===== config.mk =====
export PLATFORM = sky130hd
export DESIGN_NAME = axi_addr_router
export DESIGN_NICKNAME = d
export VERILOG_FILES = /design/src/rtl/axi_addr_router.sv
export SDC_FILE = /design/constraint.sdc
export NUM_CORES = 1
export LEC_CHECK = 0
export ABC_CLOCK_PERIOD_IN_PS = 4200
export BUFFER_PORTS_ARGS = -buffer_cell sky130_fd_sc_hd__buf_2
export CORE_AREA = 3 3 58 60
export CTS_BUF_LIST = sky130_fd_sc_hd__clkbuf_8
export DETAILED_ROUTE_END_ITERATION = 10
export DIE_AREA = 0 0 61 63
export PLACE_DENSITY_LB_ADDON = 0.25
export SKIP_LAST_GASP = 1
export SLEW_MARGIN = 20
export SYNTH_ARGS = -nofsm -noshare
export SYNTH_HDL_FRONTEND = slang
export SYNTH_SLANG_ARGS = --single-unit

===== constraint.sdc =====
create_clock -name ACLK -period 4.2 [get_ports ACLK]
set_input_delay 0.84 -clock ACLK [delete_from_list [all_inputs] [get_ports ACLK]]
set_output_delay 0.84 -clock ACLK [all_outputs]
set_load 0.02 [all_outputs]

===== src/rtl/axi_addr_router.sv =====
// Address-decoding request router: forwards master requests to one of NUM_SLAVES ports and
// keeps outstanding transactions on a single slave so responses never interleave.
module axi_addr_router #(
    parameter int unsigned NUM_SLAVES = 6,
    parameter int unsigned ADDR_W = 32,
    parameter int unsigned MAX_OUTSTANDING = 4,
    parameter logic [NUM_SLAVES-2:0][ADDR_W-1:0] REGION_BASE = {
        32'h2000_0000, 32'h1000_0000, 32'h0002_0000, 32'h0001_0000, 32'h0000_0000
    },
    parameter logic [NUM_SLAVES-2:0][ADDR_W-1:0] REGION_LIMIT = {
        32'h2020_0000, 32'h1000_0400, 32'h0003_0000, 32'h0002_0000, 32'h0000_2000
    }
) (
    input  logic                          ACLK,
    input  logic                          ARESETn,
    input  logic [ADDR_W-1:0]             ADDR,
    input  logic                          VALID,
    output logic                          READY,
    output logic [NUM_SLAVES-1:0]         VALID_S,
    input  logic [NUM_SLAVES-1:0]         READY_S,
    input  logic                          RESP_DONE,
    output logic [$clog2(NUM_SLAVES)-1:0] SEL,
    output logic                          BUSY,
    output logic                          DECERR,
    output logic                          UNDERFLOW
);

    localparam int unsigned SelW = $clog2(NUM_SLAVES);
    localparam int unsigned CntW = $clog2(MAX_OUTSTANDING + 1);
    localparam logic [SelW-1:0] DefSlave = SelW'(NUM_SLAVES - 1);
    localparam logic [CntW-1:0] MaxCnt = CntW'(MAX_OUTSTANDING);

    typedef enum logic [0:0] {StIdle, StLocked} state_e;

    state_e          state_q, state_d;
    logic [CntW-1:0] count_q, count_d;
    logic [SelW-1:0] sel_q, sel_d;
    logic            underflow_q, underflow_d;

    logic [SelW-1:0] dec;
    logic            found;
    logic            can_fwd;
    logic            accept;

    // Unsigned offset compare covers base <= addr < limit in one comparison.
    always_comb begin
        dec   = DefSlave;
        found = 1'b0;
        for (int i = 0; i < int'(NUM_SLAVES) - 1; i++) begin
            if (!found && ((ADDR - REGION_BASE[i]) < (REGION_LIMIT[i] - REGION_BASE[i]))) begin
                dec   = SelW'(i);
                found = 1'b1;
            end
        end
    end

    always_comb begin
        can_fwd = (state_q == StIdle) || ((dec == sel_q) && (count_q < MaxCnt));
        VALID_S = '0;
        if (VALID && can_fwd) begin
            VALID_S[dec] = 1'b1;
        end
        READY     = VALID && can_fwd && READY_S[dec];
        DECERR    = VALID && (dec == DefSlave);
        accept    = VALID && READY;
        SEL       = sel_q;
        BUSY      = (count_q != '0);
        UNDERFLOW = underflow_q;
    end

    always_comb begin
        count_d     = count_q;
        sel_d       = sel_q;
        underflow_d = underflow_q;
        if (accept) begin
            sel_d = dec;
        end
        if (RESP_DONE && (count_q == '0)) begin
            underflow_d = 1'b1;
        end
        if (accept && !RESP_DONE && (count_q < MaxCnt)) begin
            count_d = count_q + CntW'(1);
        end else if (!accept && RESP_DONE && (count_q != '0)) begin
            count_d = count_q - CntW'(1);
        end
        state_d = (count_d != '0) ? StLocked : StIdle;
    end

    always_ff @(posedge ACLK or negedge ARESETn) begin
        if (!ARESETn) begin
            state_q     <= StIdle;
            count_q     <= '0;
            sel_q       <= '0;
            underflow_q <= 1'b0;
        end else begin
            state_q     <= state_d;
            count_q     <= count_d;
            sel_q       <= sel_d;
            underflow_q <= underflow_d;
        end
    end

endmodule


# --- Word level (Yosys, flattened, before mapping) ---
# Cells that the tools add are included.
totals:
  register_bits: 8
  inputBits: 42
  out_inout_bits: 13
  elab_cells: 63
op_classes:
  add_sub_neg: 6
  magnitude_cmp: 8
  eq_ne: 2
  mux: 17
  bitwise_logic: 1
  reduce_logical: 25
op_table:
  columns: ["op", "n"]
  rows:
  - ["< comparator 32 x 17 -> 1 bit, second input constant", 2]
  - ["< comparator 32 x 11 -> 1 bit, second input constant", 1]
  - ["< comparator 32 x 14 -> 1 bit, second input constant", 1]
  - ["< comparator 32 x 22 -> 1 bit, second input constant", 1]
  - ["subtractor 32 x 17 -> 32 bit, second input constant", 1]
  - ["subtractor 32 x 18 -> 32 bit, second input constant", 1]
  - ["subtractor 32 x 29 -> 32 bit, second input constant", 1]
  - ["subtractor 32 x 30 -> 32 bit, second input constant", 1]
  - ["two-way mux 3 bit", 7]
  - ["logical AND 1 bit", 15]
  - ["two-way mux 1 bit", 7]
  - ["logical NOT 1 bit", 6]
  - ["two-way mux 6 bit", 1]
  - ["nonzero test 3 bit", 2]
  - ["< comparator 3 x 4 -> 1 bit, second input constant", 1]
  - ["adder 3 x 1 -> 3 bit, second input constant", 1]
  - ["binary-select mux 1 bit (select 3 bit)", 1]
  - ["demux 1 bit (select 3 bit)", 1]
  - ["== test 3 bit", 1]
  - ["== test 3 bit, second input constant", 1]
  - [">= comparator 3 x 1 -> 1 bit, second input constant", 1]
  - ["logical NOT 3 bit", 1]
  - ["< comparator 3 bit, second input constant", 1]
  - ["subtractor 3 x 1 -> 3 bit, second input constant", 1]
  - ["2 further kinds", 2]

# --- Depth between registers and ports, before layout ---
logic_depth:
  depth_word: 27
  ltp_mapped: 13

# --- Least setup slack after synthesis ---
# No wires, ideal clock.
synth_timing:
  path_type: "in2out"
  start: "input port ADDR[17]"
  end: "output port VALID_S[0]"
  t_arrival_ps: 3234
  t_required_ps: 3360
  setup_slack_ps: 126
  path_stages: 11
  path_buffers: 0
  cell_sequence: "inv_1 > ha_1 > nor3b_1 > nand3_1 > a2111oi_0 > o2111ai_1 > a21o_1 > a311oi_1 > nand2b_1 > nand2_1 > nor2_1"
synth_between:
  elab_chain_cells: 19
synth_rtl:
  columns: ["element", "line", "rtl"]
  rows:
  - ["start: declaration", "16", "input logic [ADDR_W-1:0] ADDR,"]
  - ["parallel branches: the longest is 13 deep, another holds subtractor 32 x 17 -> 32 bit", null, null]
  - ["two-way mux 3 bit (*)", "50", "if (!found && ((ADDR - REGION_BASE[i]) < (REGION_LIMIT[i] - REGION_BASE[i]))) begin"]
  - ["< comparator 3 x 4 -> 1 bit (not written as such) (tied with other cells)", "61", "VALID_S[dec] = 1'b1;"]
  - ["logical AND 1 bit (on tied branches)", "61, 58", null]
  - ["two-way mux 1 bit (not written as such) or logical OR 1 bit (tied branches)", "61, 58", null]
  - ["demux 1 bit (select 3 bit) or logical AND 1 bit (tied branches)", "61, 60", null]
  - ["two-way mux 6 bit (*)", "60", "if (VALID && can_fwd) begin"]
  - ["end: declaration", "19", "output logic [NUM_SLAVES-1:0] VALID_S,"]
# Every way passes the cells marked *.

# --- Worst setup path after layout ---
# Same ends and word-level chain as after synthesis.

==> results.md <==
| Item | Value | Unit |
|---|---|---|
| Min-delay worst type | input port to async pin | - |
| Critical path type | input port to output pin | - |
| Post-synth net total | 216 | - |
| Rel. slew slack | 72.3 | % |
| Number of fillers in the final layout | 281 | - |
| Wire length of the first global-routing pass | 6110 | µm |
| Antenna fix cells | 0 | - |
| Crit path max fanout | 6 | - |
| Yosys warning total | 0 | - |
| Mean cell area of the mapped netlist | 7.75 | µm² |
| Share of post-route cells with drive strength above 1 | 43.9 | % |
| Status | finished clean | - |
| Share of synthesized registers carrying an async set or reset | 100 | % |
| Number of synthesized flops with an enable pin | 0 | - |
| Number of vias in the routed layout | 1,510 | - |
| Die boundary width | 61 | µm |
| Initial core utilization | 43.7 | % |
| Length of the first detailed-routing pass in iterations | 4 | - |
| DIE AREA | 3840 | µm² |
| Max H-tree Level | 1 | - |
| Number of violations of the max-capacitance limit | 0 | - |
| Die Span Y | 63 | µm |
| Setup clock skew after layout | 0.00684 | ns |
| Violation count after the first detailed-routing iteration | 97 | - |
| GRT overflow | 0 | - |
| Unique cell type count in the Yosys netlist | 52 | - |
| Main flop type after synthesis | sky130_fd_sc_hd__dfrtp_1 | - |
| Routed via count divided by cell count | 5.74 | - |
| Sum of negative setup slack | 0 | ns |
| Fmax achieved | 246 | MHz |
| Worst reg2reg startpoint | count_q[2] | - |
| Antenna-violating nets left | 0 | - |
| Final routed wirelength across all metal layers | 3760 | µm |
| Fraction of the yosys area taken by sequential cells | 15.4 | % |
| Routability Congestion | 0.891 | - |
| Area growth from synthesis to layout | 39.8 | % |
| Worst hold-check slack | 0.438 | ns |
| Static Leakage | 0.816 | nW |
| Fraction of the cycle the final worst path needs | 97.0 | % |
| Sink count of the clock tree | 8 | - |
| Via count of the first global-routing pass | 1,398 | - |
| Number of nets in the layout | 280 | - |
| Cell Pwr Density | 322 | nW/µm² |
| Clock tree from TritonCTS | yes | - |
| Crit. End Element | output pin | - |
| Crit path launch type | input port | - |
| Number of register bits inferred by synthesis | 8 | - |
| Area of the core region | 2980 | µm² |
| Clock Latency Late Sink | 0.23 | ns |
| Tightest Pin Transition | 0.412 | ns |
| Count of pins over their slew limit | 0 | - |
| Total global-route track usage | 20.4 | % |
| Clock transition at the registers of the reported paths | 0.04 | ns |
| Buffers on Ports | 44 | - |
| Antenna violations before repair | 0 | - |
| Mean routed wirelength per cell | 14.3 | µm |
| Post-cts hold buffer count | 0 | - |
| Number of hold-slack violations in the final timing report | 0 | - |
| Root Buffer | sky130_fd_sc_hd__clkbuf_8 | - |
| Placed wire-length estimate | 2950 | µm |
| Arrival time of the worst setup path | 3.23 | ns |
| Setup repair after global routing missed its margin | true | - |
| Count of final setup violators | 0 | - |
| Worst Setup SP | ADDR[17] | - |
| Required time of the worst setup path | 3.36 | ns |
| CTS Buf Count | 3 | - |
| Maximum vdd ir drop | 0.321 | mV |
| Post-synthesis cell area | 1300 | µm² |
| Clk buf depth | 2 | - |
| Top-level I/O count | 55 | - |
| Largest net degree at the start of global routing | 13 | - |
| Number of placement rows | 20 | - |
| DRC viols | 0 | - |
| Synth Instances | 168 | - |
| Shortest clock period the worst path allows after layout | 4.07 | ns |
-- report_power, final --
part	leakage [nW]	internal, mW	switching [mW]
sequential	0.0860	0.109	0.0315
combinational	0.709	0.161	0.192
clock	0.0216	0.0621	0.0308
-- state kept, by name, summed over array words and instances, names as in the netlist --
signal / cells
SEL: 3
count_q: 3
UNDERFLOW: 1
state_q: 1
-- cell usage after synthesis, drive strengths merged (2+ instances only) --
cell type | n | area, µm²
nor3b | 2 | 15.0
nor2 | 16 | 62.6
nor4bb | 2 | 20.0
o21ai | 2 | 10.0
o2111a | 2 | 22.5
a31oi | 2 | 12.5
and4 | 2 | 17.5
or2 | 4 | 25.0
and2 | 3 | 18.8
nand3b | 2 | 15.0
o31ai | 3 | 22.5
or3 | 4 | 40.0
xor2 | 3 | 26.3
mux2i | 3 | 30.0
or4 | 5 | 41.3
buf | 4 | 38.8
and3 | 3 | 18.8
nand2 | 12 | 47.6
o32ai | 2 | 17.5
nor4 | 9 | 68.8
o211ai | 2 | 20.0
a21o | 3 | 22.5
dfrtp | 8 | 200
clkbuf | 3 | 11.3
nand4 | 10 | 62.6
or3b | 2 | 17.5
nand3 | 6 | 30.0
nand4b | 2 | 17.5
inv | 14 | 52.6
a21oi | 3 | 15.0
nand2b | 3 | 18.8
xnor2 | 5 | 43.8
nor3 | 4 | 20.0
ha | 6 | 75.1
o2111ai | 2 | 17.5
-- stage by stage --
stage	power, mW	utilization [%]	cells	area (µm²)	setup slack [ns]
floorplan	0.356	-	168	1300	0.126
global placement	0.444	55.3	256	1650	-0.138
detailed placement	0.453	55.3	256	1650	-0.153
CTS	0.557	57.5	259	1710	0.000942
global route	0.649	61.1	263	1820	-0.0430
finish	0.586	61.1	263	1820	0.127
-- worst max-delay path, stage by stage --
cell	delay (ns)
sky130_fd_sc_hd__buf_2	0.10
sky130_fd_sc_hd__inv_1	0.10
sky130_fd_sc_hd__ha_4	0.17
sky130_fd_sc_hd__or3b_2	0.46
sky130_fd_sc_hd__nand2_1	0.09
sky130_fd_sc_hd__a21oi_1	0.09
sky130_fd_sc_hd__o2111ai_2	0.26
sky130_fd_sc_hd__buf_4	0.16
sky130_fd_sc_hd__nand3_1	0.09
sky130_fd_sc_hd__a311oi_2	0.33
sky130_fd_sc_hd__nand2b_4	0.19
sky130_fd_sc_hd__nand2_2	0.09
sky130_fd_sc_hd__nor2_1	0.10
sky130_fd_sc_hd__buf_2	0.17
-- logic make-up (layout without fill, tap and decap cells) --
family                     Yosys count  after routing  synth area share, %
and+or+nand+nor                     94             94                 44.8
xor gates and xnor gates             8              8                 5.38
DFF                                  8              8                 15.4
AOI/OAI and AO/OA                   27             27                 17.6
adders and majority gates            6              6                 5.77
muxes                                4              4                 3.17
buffers and inverters               21             83                 7.88
-- cells in the final DEF, fill, tap and decap left out, drive strengths merged, types with 4 or more instances in the layout --
cell type and count:
buf 66, nor2 16, inv 14, nand2 12
nand4 10, nor4 9, dfrtp 8, nand3 6
ha 6, xnor2 5, or4 5, or2 4
nor3 4, or3 4
-- final cells by class --
class | count | area [µm²] | share of cell area, %
Multi-Input combinational cell | 139 | 1100 | 60.4
Timing Repair Buffer | 66 | 385 | 21.2
Sequential cell | 8 | 200 | 11.0
Inverter | 14 | 52.6 | 2.89
Clock buffer | 3 | 41.3 | 2.27
Tap cell | 33 | 41.3 | 2.27
-- path summary, 6_finish.rpt --
check / endpoint / slack (ns) / depth (start not counted)
hold / removal: count_q[2] / 0.44 / 1
hold reg to reg: UNDERFLOW / 0.47 / 1
setup / recovery: VALID_S[0] / 0.13 / 14
setup reg to reg: state_q / 1.14 / 11
max in group asynchronous: UNDERFLOW / 3.59 / 1
min in group ACLK: UNDERFLOW / 0.47 / 1
-- what timing repair did --
action                                  CTS  global route
pin swaps                                 2             4
endpoints found under the setup margin    7             8
resized for setup                         5            14
setup buffers                             0             4
gates cloned                              0             0
-- layer usage --
| metal | vias up | GRT usage [%] | part of all wire, % |
|---|---|---|---|
| met4 | 0 | 3.79 | 0.37 |
| met1 | 700 | 28.0 | 44 |
| li1 | 767 | - | - |
| met5 | - | 0 | 0 |
| met2 | 41 | 33.3 | 50 |
| met3 | 2 | 3.10 | 5.2 |
Note: power is estimated with default switching activity, not from simulation.
